===== config.mk =====
export PLATFORM = sky130hd
export DESIGN_NAME = rr_select_arbiter
export DESIGN_NICKNAME = d
export VERILOG_FILES = /design/src/rtl/rr_select_arbiter.sv
export SDC_FILE = /design/constraint.sdc
export NUM_CORES = 1
export LEC_CHECK = 0
export CAP_MARGIN = 20
export CORE_UTILIZATION = 58
export DETAILED_ROUTE_END_ITERATION = 7
export GPL_ROUTABILITY_DRIVEN = 0
export PLACE_DENSITY = 0.91
export SLEW_MARGIN = 0
export SYNTH_ARGS = -nofsm -noshare
export SYNTH_HDL_FRONTEND = slang
export SYNTH_SLANG_ARGS = --single-unit

===== constraint.sdc =====
create_clock -name clk -period 3.4 [get_ports clk]
set_input_delay 0.51 -clock clk [delete_from_list [all_inputs] [get_ports clk]]
set_output_delay 0.51 -clock clk [all_outputs]
set_load 0.05 [all_outputs]

===== src/rtl/rr_select_arbiter.sv =====
// rr_select_arbiter: round-robin grant of one of NUM_OUTPUTS requesters, emitted as a binary select for the demux.
// Latency: request in IDLE -> o_valid at next edge; i_done -> o_valid low at next edge; at least one IDLE cycle between grants.
// Backpressure: grant is held until i_done (or forced release when ARB_TIMEOUT_EN is defined); requests are ignored while granted.
module rr_select_arbiter #(
  parameter int NUM_OUTPUTS = 5,
  parameter int SEL_W       = $clog2(NUM_OUTPUTS),
  parameter int MAX_HOLD    = 16
) (
  input  logic                   clk,
  input  logic                   rst,
  input  logic [NUM_OUTPUTS-1:0] i_req,
  input  logic                   i_done,
  output logic [SEL_W-1:0]       o_select,
  output logic                   o_valid,
  output logic                   o_busy,
  output logic                   o_timeout
);

  typedef enum logic {IDLE = 1'b0, GRANT = 1'b1} state_t;

  state_t           state;
  state_t           state_nxt;
  logic [SEL_W-1:0] ptr;
  logic [SEL_W-1:0] ptr_inc;
  logic [SEL_W-1:0] win_idx;
  logic             load_sel;
  logic             rel;
  logic             hold_hit;

  if (NUM_OUTPUTS < 2 || MAX_HOLD < 1) begin : g_param_check
    $error("rr_select_arbiter: NUM_OUTPUTS must be >= 2 and MAX_HOLD >= 1");
  end

  // Scan offsets from high to low so the smallest offset from ptr wins; idx stays below NUM_OUTPUTS.
  always_comb begin : winner
    int                   idx;
    logic [NUM_OUTPUTS-1:0] req_shift;
    win_idx   = ptr;
    idx       = 0;
    req_shift = '0;
    for (int off = NUM_OUTPUTS - 1; off >= 0; off--) begin
      idx = int'(ptr) + off;
      if (idx >= NUM_OUTPUTS) idx = idx - NUM_OUTPUTS;
      req_shift = i_req >> idx;
      if (req_shift[0]) win_idx = idx[SEL_W-1:0];
    end
  end

  assign ptr_inc = (o_select == SEL_W'(NUM_OUTPUTS - 1)) ? '0 : o_select + SEL_W'(1);

  always_comb begin
    state_nxt = state;
    load_sel  = 1'b0;
    rel       = 1'b0;
    case (state)
      IDLE: begin
        if (|i_req) begin
          state_nxt = GRANT;
          load_sel  = 1'b1;
        end
      end
      GRANT: begin
        if (i_done || hold_hit) begin
          state_nxt = IDLE;
          rel       = 1'b1;
        end
      end
      default: state_nxt = IDLE;
    endcase
  end

  always_ff @(posedge clk or posedge rst) begin
    if (rst) begin
      state    <= IDLE;
      o_select <= '0;
      ptr      <= '0;
    end else begin
      state <= state_nxt;
      if (load_sel) o_select <= win_idx;
      if (rel)      ptr      <= ptr_inc;
    end
  end

  assign o_valid = (state == GRANT);
  assign o_busy  = o_valid;

`ifdef ARB_TIMEOUT_EN
  localparam int CNT_W = $clog2(MAX_HOLD + 1);

  logic [CNT_W-1:0] hold_cnt;
  logic             timeout_q;

  // hold_cnt counts completed GRANT cycles, so the limit fires on the MAX_HOLD-th one.
  assign hold_hit = (state == GRANT) && (hold_cnt == CNT_W'(MAX_HOLD - 1));

  always_ff @(posedge clk or posedge rst) begin
    if (rst) begin
      hold_cnt  <= '0;
      timeout_q <= 1'b0;
    end else begin
      timeout_q <= hold_hit && !i_done;
      if (load_sel)           hold_cnt <= '0;
      else if (state == GRANT) hold_cnt <= hold_cnt + CNT_W'(1);
    end
  end

  assign o_timeout = timeout_q;
`else
  assign hold_hit  = 1'b0;
  assign o_timeout = 1'b0;
`endif

endmodule


**Word level (Yosys, flattened, before mapping)**

Index checks and enable logic that the tools add are counted.

- Bits in registers: 7
- Input bits: 8
- Output and inout bits: 6
- Word-level logic and storage cells: 43

- $add $sub $neg: 10
- Magnitude comparators: 5
- Eq/ne operators: 1
- Shift-type cells: 5
- Muxes and demuxes: 17
- Bitwise operators: 1
- Reduce and logical (&&, ||, !) cells: 1

Operators with widths:

| kind | number |
|---|---|
| $mux W32 | 5 |
| $shr A5 B32 Y1 | 5 |
| $sub A4 B3 Y5 const B | 4 |
| $mux W3 | 6 |
| $ge A4 B3 Y1 const B | 4 |
| $add A3 B2 Y4 const B | 2 |
| $mux W1 | 5 |
| $reduce_or A5 Y1 | 1 |
| $add A3 B1 Y4 const B | 1 |
| $add A3 B3 Y4 const B | 1 |
| $sub A3 B3 Y4 const B | 1 |
| $add A3 B1 Y3 const B | 1 |
| $eq A3 B3 Y1 const B | 1 |
| $ge A3 B3 Y1 const B | 1 |
| $pmux W1 S2 | 1 |
| $not A1 Y1 | 1 |

**Logic depth before layout (Yosys ltp)**

- Word-level depth: 9
- Gate-level depth with buffers: 13
- Gate-level depth less buffers: 12

**Worst setup path before layout**

No wires, ideal clock.

- Kind: reg-to-reg
- Start: register ptr[1]
- End: register o_select[2]
- Library setup time: 132 ps
- Data arrival time: 2922 ps
- Data required time: 3268 ps
- Slack: 346 ps
- Stages on the path, launching flop included: 14
- Buffers on the path: 1
- Clock period less this slack: 3054 ps
- Cells stage by stage: dfrtp_1 -> buf_2 -> inv_1 -> ha_1 -> inv_1 -> ha_1 -> a21oi_1 -> mux2i_1 -> mux2i_1 -> a211oi_1 -> a21oi_1 -> nor4_1 -> a21oi_1 -> a21boi_1

- Cells in the longest elaborated chain, start to end: 9
- Elaborated cells on any way between the ends: 29
- Classes of those cells: add/sub (9); order compare (5); shift (5); mux (10)

Ends and longest elaborated chain:

| item | RTL line | text |
|---|---|---|
| start: declaration | 23 | `logic [SEL_W-1:0] ptr;` |
| start signal: assignment | 80 | `if (rel) ptr <= ptr_inc;` |
| $add A3 B3 Y4 | 42 | `idx = int'(ptr) + off;` |
| $sub A4 B3 Y5 or $ge A4 B3 Y1 (tied branches) | 43 | `if (idx >= NUM_OUTPUTS) idx = idx - NUM_OUTPUTS;` |
| $mux W32 | 43 |  |
| $shr A5 B32 Y1 | 44 | `req_shift = i_req >> idx;` |
| $mux W3 (4 in series) | 45 | `if (req_shift[0]) win_idx = idx[SEL_W-1:0];` |
| $mux W3 (*) | 45 |  |
| end signal: assignment | 79 | `if (load_sel) o_select <= win_idx;` |
| end: declaration | 13 | `output logic [SEL_W-1:0] o_select,` |

Mark *: on every way between the ends. The rest lies on a longest branch, timed or not.
A chain may end at the register's enable or synchronous reset.

**Worst setup path after layout**

Ends and elaborated chain as after synthesis.

==> impl_metrics.csv <==
group,metric,value,unit
sta,min_period,3.23,ns
setup_path,crit_type,"register to register",
sta,finalSetupTns,0,ns
setup_path,path_max_fanout,8,
layout,areaGrowthSynthToFinish,10.4,%
layout,stdcell_count,236,
clock_network,cts_tree,"built",
sta,relSlewSlack,66.2,%
run_status,status,"finished, final reports clean",
synth,syn_nets,220,
clock_network,cts_max_level,1,
setup_path,worst_setup_path_start_kind,"register",
route,finalWirelength,4280,um
setup_path,path_cells,"inv_1 > ha_2 > inv_1 > ha_1 > a21oi_1 > mux2i_2 > mux2i_1 > a211oi_1 > a21oi_1 > nor4_1 > a21oi_1 > a21boi_1",
sta,rsz0062_at_grt,"no",
synth,synth-seq-cells,7,
clock_network,clk_root_buffer_cell,"clkbuf_4",
global_route,overflow,0,
setup_path,crit_slowest_cell,"mux2i_2",
floorplan,die_area,0.00285,mm^2
layout,drive_above_1_share,14.6,%
global_route,grt_first_pass_wirelength,6580,um
clock_network,postCtsSetupBuffers,0,
global_route,grt_pass1_vias,1380,
placement,dpl.hpwl,3190,um
layout,diodes,0,
clock_network,numCtsBuffers,3,
floorplan,std_cell_rows,18,
sta,fin_skew,0.00669,ns
clock_network,clk_latency,0.27,ns
hold_path,hp-class,"input port to async pin",
route,first_iter_violations,90,
synth,seq_area_frac_synth,11.4,%
setup_path,cp-end-kind,"register",
sta,finalCritPeriodShare,95.1,%
synth,synth_cells,195,
layout,n_fill_cell,201,
sta,drv_slew,0,
route,dr.pass1.iters,5,
run,maxCapViolations,0,
clock_network,path_clk_slew,0.06,ns
clock_network,cts_sinks,7,
sta,worst_pin_slew,0.506,ns
route,postRouteAntennaNets,0,
setup_path,cpPeakStageDelay,0.39,ns
route,remaining_drc_errors,0,
synth,async_reset_ff_share,100,%
floorplan,fp.dieW,53.4,um
placement,dpl.cell_count,232,
synth,syn_area,0.00153,mm^2
sta,fmax,309,MHz
setup_path,cp-startpoint,"ptr[1]$_DFFE_PP0P_",
setup_path,crit_path_frequent_cell,"a21oi_1",
setup_path,reg2reg_from,"ptr[1]$_DFFE_PP0P_",
synth,synth-edff-count,0,
route,via_count,1626,
placement,place.port_buffers,12,
route,post_drt_wl_per_cell,18.1,um
global_route,grt_start_max_net_pins,23,
setup_path,cp.required,3.53,ns
layout,fin_nets,232,
floorplan,start_util,61.9,%
synth,yosysUniqueCellTypes,66,
floorplan,coreArea,0.00248,mm^2
floorplan,io_pins,14,
setup_path,critPathArrivalTime,3.37,ns
synth,yosys_warnings,0,
clock_network,clock_path_buffers,2,
floorplan,fp.dieH,53.4,um
route,via_per_inst,6.89,
sta,hold_viol_final,0,
sta,setup_viol_count_final,0,
global_route,grt_use_total,32.5,%
synth,ys.flop_type,"dfrtp_1",
synth,avgSynthCellArea,7.87,um^2
sta,holdWs,0.468,ns
global_route,antenna_found_initial,0,
Yosys cell counts (all sizes together), types with 3 or more instances:
cell     n  share of area, %
inv     13               3.2
ha      16                13
nor2    16               4.1
mux2i    9               5.9
mux2     3               2.4
nand2b   5               2.0
o22ai    6               2.9
a21o     4               2.0
buf      9               4.4
a21boi   3               1.5
a311oi   3               2.1
xnor2    5               2.9
o21ai    6               2.0
a21oi   20               7.0
nor3     5               1.6
dfrtp    7                11
a211oi   3               1.8
nand2   17               4.3
what timing repair did:
action,in CTS,in global routing
setup endpoints to repair,0,2
resized for setup,0,2
hold buffers,0,0
metrics by stage:
stage,area (um^2),utilization (%),setup WS (ns)
CTS,1690,68.1,0.191
global route,1690,68.4,0.0276
detailed placement,1660,67.1,0.222
finish,1690,68.4,0.166
global placement,1660,67.1,0.458
floorplan,1530,-,0.346
flip-flops by register name, indices dropped and copies added, names as in the netlist:
name,cells
o_busy,1
o_select,3
ptr,3
layer usage:
layer	wire length [um]	part of all wire, %	vias to the layer above	global-route usage [%]
li1	-	-	752	-
met1	1650	39	763	42.2
met2	2030	47	95	49.2
met3	469	11	16	8.05
met4	131	3.1	0	16.2
met5	0	0	-	0
placed cells by master (no fill, tap or decap), types with 3 or more instances in the layout:
cell type,count
clkdlybuf4s50_1,12
ha_1,15
inv_1,10
a21o_1,4
mux2i_1,8
o21ai_0,5
dfrtp_1,7
a21oi_1,18
nand2b_1,5
inv_2,3
clkbuf_4,3
o22ai_1,5
buf_4,6
nor2_1,15
nand2_1,16
nor3_1,5
xnor2_1,5
critical path, delay by kind of cell, from the launching register on:
family,cells,cell delay (ns)
buffers and inverters,2,0.29
and+or+nand+nor,1,0.30
DFF,1,0.37
AOI/OAI and AO/OA,5,1.07
adders and majority gates,2,0.53
muxes,2,0.51
final timing paths:
path                                            to  slack, ns  cells past startpoint
setup / recovery           o_select[2]$_DFFE_PP0P_       0.17                     12
hold / removal                  ptr[0]$_DFFE_PP0P_       0.47                      2
setup reg to reg           o_select[2]$_DFFE_PP0P_       0.17                     12
hold reg to reg                   o_busy$_DFF_PP0_       0.61                      1
max in group asynchronous  o_select[1]$_DFFE_PP0P_       2.71                      2
min in group clk                  o_busy$_DFF_PP0_       0.61                      1
layout make-up:
type	instances	area [um^2]	area share (%)
Clock buffer	4	26.3	1.55
Inverter	13	48.8	2.88
Multi-Input combinational cell	164	1240	73.3
Sequential cell	7	175	10.3
Tap cell	30	37.5	2.22
Timing Repair Buffer	18	165	9.75
cell families (layout without fill, tap and decap cells):
logic type | Yosys count | count (layout) | synth area share (%)
AOI/OAI and AO/OA | 68 | 68 | 32.9
xor gates and xnor gates | 6 | 6 | 3.92
adders and majority gates | 17 | 17 | 14.4
buffers and inverters | 24 | 35 | 8.08
DFF | 7 | 7 | 11.4
muxes | 13 | 13 | 9.79
other | 1 | 1 | 0.244
and+or+nand+nor | 59 | 59 | 19.3
Power is not shown: default switching activity piles up to over one toggle a cycle in this logic, so the estimate is an artifact.
